### src/rtl/pifo_max_sched.sv
// rtl/pifo_max_sched.sv - register PIFO scheduler with iterative pairwise max search (PIFO_SCHED_MIN_EN selects min)
module pifo_max_sched #(
    parameter int REG_WIDTH  = 16,
    parameter int IDX_WIDTH  = 4,
    parameter int RANK_WIDTH = 16,
    parameter int META_WIDTH = 32
) (
    input  logic                  clk,
    input  logic                  rst,
    input  logic                  ins_valid,
    output logic                  ins_ready,
    input  logic [RANK_WIDTH-1:0] ins_rank,
    input  logic [META_WIDTH-1:0] ins_meta,
    input  logic                  deq_req,
    output logic                  deq_valid,
    input  logic                  deq_ready,
    output logic [RANK_WIDTH-1:0] deq_rank,
    output logic [META_WIDTH-1:0] deq_meta,
    output logic [IDX_WIDTH-1:0]  deq_idx,
    output logic [IDX_WIDTH:0]    count,
    output logic                  empty,
    output logic                  full
);

    localparam int HALF = REG_WIDTH / 2;
    localparam logic [IDX_WIDTH:0]   FULL_CNT = (IDX_WIDTH+1)'(REG_WIDTH);
    localparam logic [IDX_WIDTH:0]   ONE_CNT  = (IDX_WIDTH+1)'(1);
    localparam logic [IDX_WIDTH-1:0] LAST_LVL = IDX_WIDTH'(IDX_WIDTH-1);
    localparam logic [IDX_WIDTH-1:0] ONE_LVL  = IDX_WIDTH'(1);

    typedef enum logic [1:0] {
        IDLE    = 2'd0,
        SEARCH  = 2'd1,
        PRESENT = 2'd2
    } state_t;

    state_t state;
    state_t state_nxt;

    // Slot array: only changed by an insert or a completed dequeue handshake
    logic [REG_WIDTH-1:0]  slot_valid;
    logic [RANK_WIDTH-1:0] slot_rank [REG_WIDTH];
    logic [META_WIDTH-1:0] slot_meta [REG_WIDTH];

    // Search registers; level k of the tree lives in the low entries
    logic [REG_WIDTH-1:0]  lvl_valid;
    logic [RANK_WIDTH-1:0] lvl_rank [REG_WIDTH];
    logic [IDX_WIDTH-1:0]  lvl_idx  [REG_WIDTH];
    logic [IDX_WIDTH-1:0]  lvl_cnt;

    logic [HALF-1:0]       left_better;
    logic [HALF-1:0]       take_left;
    logic [HALF-1:0]       red_valid;
    logic [RANK_WIDTH-1:0] red_rank [HALF];
    logic [IDX_WIDTH-1:0]  red_idx  [HALF];

    logic [IDX_WIDTH-1:0]  free_idx;
    logic                  do_insert;
    logic                  do_snap;
    logic                  do_deq;
    logic                  search_last;

    assign empty = (count == '0);
    assign full  = (count == FULL_CNT);

    assign do_insert   = ins_valid && ins_ready;
    assign do_snap     = (state == IDLE) && !do_insert && deq_req && !empty;
    assign do_deq      = (state == PRESENT) && deq_ready;
    assign search_last = (state == SEARCH) && (lvl_cnt == LAST_LVL);

    // Lowest-index free slot; scanning downward lets the lowest free index win
    always_comb begin
        free_idx = '0;
        for (int i = REG_WIDTH - 1; i >= 0; i--) begin
            if (!slot_valid[i]) begin
                free_idx = IDX_WIDTH'(i);
            end
        end
    end

    // One tree level: pair (2k, 2k+1) collapses into entry k, ties go to the right (higher index)
    always_comb begin
        left_better = '0;
        take_left   = '0;
        red_valid   = '0;
        for (int k = 0; k < HALF; k++) begin
`ifdef PIFO_SCHED_MIN_EN
            left_better[k] = lvl_rank[2*k] < lvl_rank[2*k+1];
`else
            left_better[k] = lvl_rank[2*k] > lvl_rank[2*k+1];
`endif
            take_left[k] = lvl_valid[2*k] && (!lvl_valid[2*k+1] || left_better[k]);
            red_valid[k] = lvl_valid[2*k] | lvl_valid[2*k+1];
            red_rank[k]  = take_left[k] ? lvl_rank[2*k] : lvl_rank[2*k+1];
            red_idx[k]   = take_left[k] ? lvl_idx[2*k]  : lvl_idx[2*k+1];
        end
    end

    // FSM state register
    always_ff @(posedge clk) begin
        if (rst) begin
            state <= IDLE;
        end else begin
            state <= state_nxt;
        end
    end

    // FSM next state and handshake outputs
    always_comb begin
        state_nxt = state;
        deq_valid = 1'b0;
        ins_ready = 1'b0;
        case (state)
            IDLE: begin
                ins_ready = !full && !rst;
                if (do_snap) begin
                    state_nxt = SEARCH;
                end
            end
            SEARCH: begin
                if (lvl_cnt == LAST_LVL) begin
                    state_nxt = PRESENT;
                end
            end
            PRESENT: begin
                deq_valid = 1'b1;
                if (deq_ready) begin
                    state_nxt = IDLE;
                end
            end
            default: state_nxt = IDLE;
        endcase
    end

    // Occupancy, level counter and presented winner
    always_ff @(posedge clk) begin
        if (rst) begin
            slot_valid <= '0;
            count      <= '0;
            lvl_cnt    <= '0;
            deq_rank   <= '0;
            deq_meta   <= '0;
            deq_idx    <= '0;
        end else begin
            if (do_insert) begin
                slot_valid[free_idx] <= 1'b1;
                count                <= count + ONE_CNT;
            end
            if (do_snap) begin
                lvl_cnt <= '0;
            end
            if (state == SEARCH) begin
                lvl_cnt <= lvl_cnt + ONE_LVL;
            end
            if (search_last) begin
                deq_rank <= red_rank[0];
                deq_idx  <= red_idx[0];
                deq_meta <= slot_meta[red_idx[0]];
            end
            if (do_deq) begin
                slot_valid[deq_idx] <= 1'b0;
                count               <= count - ONE_CNT;
            end
        end
    end

    // Slot payload storage; contents are qualified by slot_valid so no reset is needed
    always_ff @(posedge clk) begin
        if (do_insert) begin
            slot_rank[free_idx] <= ins_rank;
            slot_meta[free_idx] <= ins_meta;
        end
    end

    // Snapshot on dequeue start, then fold one tree level per SEARCH cycle
    always_ff @(posedge clk) begin
        if (rst) begin
            lvl_valid <= '0;
        end else if (do_snap) begin
            lvl_valid <= slot_valid;
        end else if (state == SEARCH) begin
            lvl_valid[HALF-1:0] <= red_valid;
        end
    end

    // Search rank/index registers, same load/fold schedule as lvl_valid
    always_ff @(posedge clk) begin
        if (do_snap) begin
            for (int i = 0; i < REG_WIDTH; i++) begin
                lvl_rank[i] <= slot_rank[i];
                lvl_idx[i]  <= IDX_WIDTH'(i);
            end
        end else if (state == SEARCH) begin
            for (int k = 0; k < HALF; k++) begin
                lvl_rank[k] <= red_rank[k];
                lvl_idx[k]  <= red_idx[k];
            end
        end
    end

endmodule

### config.mk
export PLATFORM = sky130hd
export DESIGN_NAME = pifo_max_sched
export DESIGN_NICKNAME = d
export VERILOG_FILES = /design/src/rtl/pifo_max_sched.sv
export SDC_FILE = /design/constraint.sdc
export NUM_CORES = 1
export LEC_CHECK = 0
export CAP_MARGIN = 20
export CORE_MARGIN = 3
export CORE_UTILIZATION = 60
export CTS_BUF_LIST = sky130_fd_sc_hd__clkbuf_2
export DETAILED_ROUTE_END_ITERATION = 10
export GPL_ROUTABILITY_DRIVEN = 0
export PLACE_DENSITY = 0.85
export SETUP_SLACK_MARGIN = 0.3
export SLEW_MARGIN = 0
export SYNTH_ARGS = -nofsm -noshare
export SYNTH_HDL_FRONTEND = slang
export SYNTH_SLANG_ARGS = --single-unit
### constraint.sdc
create_clock -name clk -period 7.8 [get_ports clk]
set_input_delay 1.95 -clock clk [delete_from_list [all_inputs] [get_ports clk]]
set_output_delay 1.95 -clock clk [all_outputs]
set_load 0.01 [all_outputs]
==> metrics.yaml, run 1 <==
setup_path:
  crit_type: "in -> out"
  end_kind: "output pin"
  worstSetupStartpointType: "input pin"
  cp.arrival_ns: 3.38
  critPathRequiredTime_ns: 5.85
  critPathMaxFanout: 4
  reg2reg_depth: 14
  r2r_slack_ns: 3.18
clock_network:
  clock_latency_ns: 1.48
  post_cts_buffers: 0
  cts_buffer_depth: 4
  path_clk_slew_ns: 0.10
  holdBufCountCts: 0
  cts-resized-gates: 0
  cts_max_level: 5
  root_buffer: "clkbuf_2"
  clock-sinks: 1141
  cts_tree: "done"
  cts_buffers: 294
sta:
  finalCritPeriodShare_pct: 68.3
  fin_crit_ns: 5.33
  rsz0062_at_grt: "false"
  skew_ns: 0.179
  setup_viol_count_final: 0
  max_slew_margin_pct: 19.7
  finalSetupTns_ns: 0
  drv_slew: 0
  tightest_slew_ns: 1.20
  fmax_ghz: 0.188
  final_hold_viol_count: 0
floorplan:
  fp.coreArea_um2: 76600
  ios: 114
  rows: 101
  die_area_um2: 81300
  initial_utilization_pct: 61.0
  die_w_um: 285
  dieHeight_um: 285
synthesis:
  synthesis.nets: 3315
  synth_compound_area_share_pct: 8.80
  syn_area_um2: 46700
  avgSynthCellArea_um2: 14.9
  synth_top_family_by_area: "compound AO/OA/AOI/OAI gates"
  syn_inst: 3129
  synth-adder-area-share_pct: 3.58
  synthMuxAreaShare_pct: 6.90
  synthArstFlopShare_pct: 0
  synth_seq_area_share_pct: 71.3
  yosysUniqueCellTypes: 60
  synth_flop_cell: "edfxtp_1"
  ys_warn_count: 0
  synth-xor-area-share_pct: 0.0937
  synth_edf_count: 1046
  yosys.area_share.simple_pct: 6.30
  synth-seq-cells: 1141
layout:
  fill_cells: 5007
  drive_gt1_share_pct: 15.4
  syn_to_final_growth_pct: 10.6
  instances_no_fill: 4671
  fin_nets: 3610
  final_cell_mix: "edfxtp_1 (1,046), clkbuf_2 (433), mux2i_1 (321), nor2_1 (168), inv_1 (145)"
  final_common_cell: "edfxtp_1"
detailed_routing:
  dr.pass1.iters: 7
  drt-total-wl_um: 104000
  vias_per_cell: 6.10
  drt_iter0_drc: 3068
  num_vias: 28500
  wl_per_cell_um: 22.3
  drc_errors: 0
  ant_nets: 0
status:
  status: "finished, final reports clean"
grt:
  grt_first_pass_wirelength_um: 159000
  overflow: 0
  antenna_found_initial: 2
  grt_usage_pct: 25.4
  grt_max_degree: 96
  grt_pass1_vias: 28700
power_and_ir_drop:
  power.density_nw_per_um2: 227
  p_leak_nw: 17.8
  ir_drop_uv: 154
placed_design:
  dp_hpwl_um: 62300
  io_buffers: 113
  place_inst: 4151
worst_hold_path:
  min_path_type: "reg -> reg"
  holdPathStages: 0
job:
  cap_viol_max_count: 0
per-stage QoR:
stage          area, µm²  utilization, %  total power [mW]  hold slack, ns  setup WS, ns
2_1_floorplan      46700               -              7.61           0.400         0.393
3_3_place_gp       49000            63.9              7.88           0.400          2.34
3_5_place_dp       49000            63.9              7.93           0.405          2.16
4_1_cts            51500            67.3              11.8           0.400          2.28
5_1_grt            51700            67.5              12.2           0.399          2.12
6_report           51700            67.5              11.7           0.394          2.47
flip-flops by register name, indices dropped and copies added (netlist names), 5 cells and up:
name / cells
slot_meta: 512
lvl_rank: 256
slot_rank: 256
deq_meta: 32
lvl_idx: 22
deq_rank: 16
lvl_valid: 16
slot_valid: 16
count: 5
cell type report:
| class | count | area (µm²) | area share [%] |
|---|---|---|---|
| Antenna cell | 7 | 17.5 | 0.0339 |
| Clock buffer | 433 | 2170 | 4.19 |
| Clock inverter | 73 | 399 | 0.772 |
| Inverter | 147 | 559 | 1.08 |
| Multi-Input combinational cell | 1668 | 12200 | 23.7 |
| Sequential cell | 1141 | 33300 | 64.4 |
| Tap cell | 1030 | 1290 | 2.49 |
| Timing Repair Buffer | 172 | 1700 | 3.29 |
cells in the mapped netlist, types with 18 or more instances:
cell / n / share of area (%)
nor2_1: 177 / 1.4
a21o_1: 22 / 0.35
nand4_1: 45 / 0.60
a22oi_1: 128 / 2.1
buf_6: 22 / 0.53
o21a_1: 35 / 0.56
a221oi_1: 18 / 0.34
or3_1: 48 / 0.64
a21oi_1: 130 / 1.4
edfxtp_1: 1046 / 67
a211oi_1: 27 / 0.43
a2bb2oi_1: 47 / 0.88
nor4_1: 35 / 0.47
mux2i_1: 322 / 6.9
ha_1: 132 / 3.5
nand3_1: 77 / 0.82
o2111ai_1: 65 / 1.2
o21ai_0: 77 / 0.82
clkbuf_1: 123 / 0.99
nand2_1: 138 / 1.1
nor3_1: 41 / 0.44
dfxtp_1: 95 / 4.1
inv_1: 147 / 1.2
final timing paths:
path / end / startpoint
setup / recovery: ins_ready / rst
hold / removal: lvl_rank[1][0] / slot_rank[8][0]
setup reg to reg: deq_meta[15] / lvl_rank[0][31]
hold reg to reg: lvl_rank[1][0] / slot_rank[8][0]
worst max-delay path: stages:
cell and delay (ns):
buf_4 0.11, nor4_1 0.64, clkdlybuf4s50_1 0.67
cells by family after synthesis:
group	Yosys count
AOI/OAI and AO/OA	594
DFF	1141
xor gates and xnor gates	5
adders and majority gates	133
muxes	322
buffers and inverters	320
and+or+nand+nor	614
routing by layer:
layer,GRT usage [%],share of wire [%],up-vias,wire length [µm]
li1,-,-,12900,-
met1,33.0,39,13900,40400
met2,41.8,49,1496,51300
met3,5.07,8.4,240,8700
met4,11.7,3.5,0,3630
met5,0,0,-,0
power by group:
part	internal (mW)	switching [mW]
clock	1.61	2.30
sequential	6.83	0.0800
combinational	0.307	0.590
total	8.74	2.97
Note: power is estimated with default switching activity, not from simulation.
==> run 2: changes to the inputs <==
--- a/config.mk
+++ b/config.mk
@@ -7,7 +7,7 @@
 export LEC_CHECK = 0
 export CAP_MARGIN = 20
 export CORE_MARGIN = 3
-export CORE_UTILIZATION = 60
+export CORE_UTILIZATION = 58
 export CTS_BUF_LIST = sky130_fd_sc_hd__clkbuf_2
 export DETAILED_ROUTE_END_ITERATION = 10
 export GPL_ROUTABILITY_DRIVEN = 0
==> constraint.sdc (replaced) <==
create_clock -name clk -period 4.3 [get_ports clk]
set_input_delay 1.075 -clock clk [delete_from_list [all_inputs] [get_ports clk]]
set_output_delay 1.075 -clock clk [all_outputs]
set_load 0.01 [all_outputs]
==> run 2 against run 1 <==
  * Non-clock buffer count is 29 higher
  * Routed wire length is 2.6% higher
  * Cell area is 1.2% higher
  * Total power is 82% higher
  * Largest cell class unchanged
  * Clock power is 82% higher
  * Combinational power is 90% higher
  * Sequential cell count stayed put
  * Critical endpoint is now deq_meta[19]
  * Cell count is 0.64% higher
  * First-iteration DRC count is 4.1% higher
  * Clock skew is 0.048 ns higher
==> metrics.yaml, run 2 (synthesis gave the netlist of run 1 again) <==
status:
  status: "finished, final reports clean"
worst_hold_path:
  min_path_type: "in -> reg"
  hold_path_end: "slot_valid[1]"
  hold_path_startpoint: "rst"
  holdPathStages: 4
detailed_routing:
  drt_iter0_drc: 3194
  drt-total-wl_um: 107000
  vias_per_cell: 6.14
  wl_per_cell_um: 22.7
  ant_nets: 0
  drc_errors: 0
  dr.pass1.iters: 5
  num_vias: 28900
floorplan:
  initial_utilization_pct: 58.9
  die_w_um: 290
  ios: 114
  fp.coreArea_um2: 79400
  rows: 103
  die_area_um2: 84000
  dieHeight_um: 290
clock_network:
  cts_tree: "done"
  root_buffer: "clkbuf_2"
  path_clk_slew_ns: 0.09
  cts_max_level: 5
  holdBufCountCts: 0
  cts_buffers: 288
  clock_latency_ns: 1.52
  clock-sinks: 1141
  cts_buffer_depth: 4
layout:
  top_register: "slot_meta"
  largest_reg_flops: 512
  syn_to_final_growth_pct: 12.0
  fin_nets: 3633
  instances_no_fill: 4701
  final_common_cell: "edfxtp_1"
  top_regs: "slot_meta (512), lvl_rank (256), slot_rank (256)"
  final_cell_mix: "edfxtp_1 (1,046), clkbuf_2 (409), mux2i_1 (320), nor2_1 (167), inv_1 (145)"
  drive_gt1_share_pct: 15.7
setup_path:
  r2r_start: "lvl_rank[0][31]"
  reg2reg_depth: 14
  worstSetupStartpointType: "flop"
  r2r-end: "deq_meta[19]"
  critPathMaxFanout: 60
  cp.arrival_ns: 4.99
  critPathRequiredTime_ns: 5.44
  end_kind: "flop"
  r2r_slack_ns: 0.46
  crit_type: "reg -> reg"
sta:
  setup_viol_count_final: 0
  tightest_slew_ns: 1.10
  fmax_ghz: 0.260
  max_slew_margin_pct: 26.4
  final_hold_viol_count: 0
  skew_ns: 0.227
  drv_slew: 0
  finalCritPeriodShare_pct: 89.4
  fin_crit_ns: 3.84
  rsz0062_at_grt: "true"
power_and_ir_drop:
  power.density_nw_per_um2: 408
  p_leak_nw: 18.0
  ir_drop_uv: 312
  p_total_mw: 21.3
grt:
  antenna_found_initial: 5
  grt_pass1_vias: 28800
  grt_first_pass_wirelength_um: 163000
  grt_max_degree: 186
  overflow: 0
  grt_usage_pct: 25.0
job:
  cap_viol_max_count: 0
placed_design:
  io_buffers: 113
  dp_hpwl_um: 62700
  place_inst: 4203
[run 2: cell count changes in the layout (fill, tap and decap cells not counted), moves of 3 or more]
| cell | previous run | this run |
|---|---|---|
| buf_12 | 4 | 33 |
| clkbuf_2 | 433 | 409 |
| clkinv_1 | 52 | 58 |
| nor3_2 | 4 | 0 |
| nor3_4 | 0 | 4 |
| bufinv_16 | 4 | 7 |
[run 2: how the worst max path moves through the flow]
stage,startpoint,cells after the start,endpoint
global placement,lvl_rank[0][15],11,deq_meta[29]
detailed placement,lvl_rank[0][7],12,deq_meta[28]
global route,lvl_rank[0][31],14,deq_meta[19]
finish,lvl_rank[0][31],14,deq_meta[19]
CTS,count[0],3,empty
floorplan,rst,7,lvl_idx[0][0]
[run 2: area by class of cell]
type | count | area, µm²
well taps | 1050 | 1310
diodes | 5 | 12.5
clock buffers | 409 | 2050
multi-input cells | 1668 | 12300
repair buffers | 201 | 2250
inverters | 147 | 558
flip-flops and latches | 1141 | 33300
fillers | 5334 | 27100
clock inverters | 80 | 505
[run 2: per-layer routing]
layer / vias up / wire [µm] / global-route usage [%]
met5: - / 37 / 0
met2: 1677 / 52500 / 41.3
met1: 14000 / 39900 / 31.6
met4: 4 / 4320 / 12.0
li1: 12900 / - / -
met3: 314 / 10000 / 5.38
[run 2: power breakdown]
| group | internal [mW] | switching, mW |
|---|---|---|
| clock | 2.97 | 4.13 |
| combinational | 0.618 | 1.08 |
| sequential | 12.4 | 0.148 |
| total | 16.0 | 5.36 |
[run 2: critical path, stage by stage (launching register included)]
cell	delay (ns)
edfxtp_1	0.39
inv_1	0.06
ha_1	0.31
nand4_1	0.15
or4_4	0.56
o31a_1	0.34
o31ai_4	0.08
buf_12	0.16
mux2i_4	0.24
buf_12	0.18
buf_16	0.32
mux2i_1	0.14
a22oi_1	0.22
a21oi_1	0.10
nor4_1	0.33
[run 2: timing repair]
item	4_1_cts	5_1_grt
pin swaps	2	0
gates cloned	0	0
gates resized for setup	3	8
endpoints found under the setup margin	9	15
buffers inserted	2	0
[run 2: metrics by stage]
| stage | TNS [ns] | util, % | instance area (µm²) | setup WS [ns] | hold WS (ns) |
|---|---|---|---|---|---|
| after CTS | 0 | 65.8 | 52300 | 0.313 | 0.0352 |
| final | 0 | 65.9 | 52300 | 0.455 | 0.175 |
| after global placement | 0 | 62.5 | 49700 | 0.469 | 0.400 |
| after floorplan | -93.79 | - | 46900 | -0.440 | 0.400 |
| after detailed placement | 0 | 62.6 | 49700 | 0.272 | 0.405 |
| after global routing | 0 | 65.9 | 52300 | 0.198 | 0.0510 |
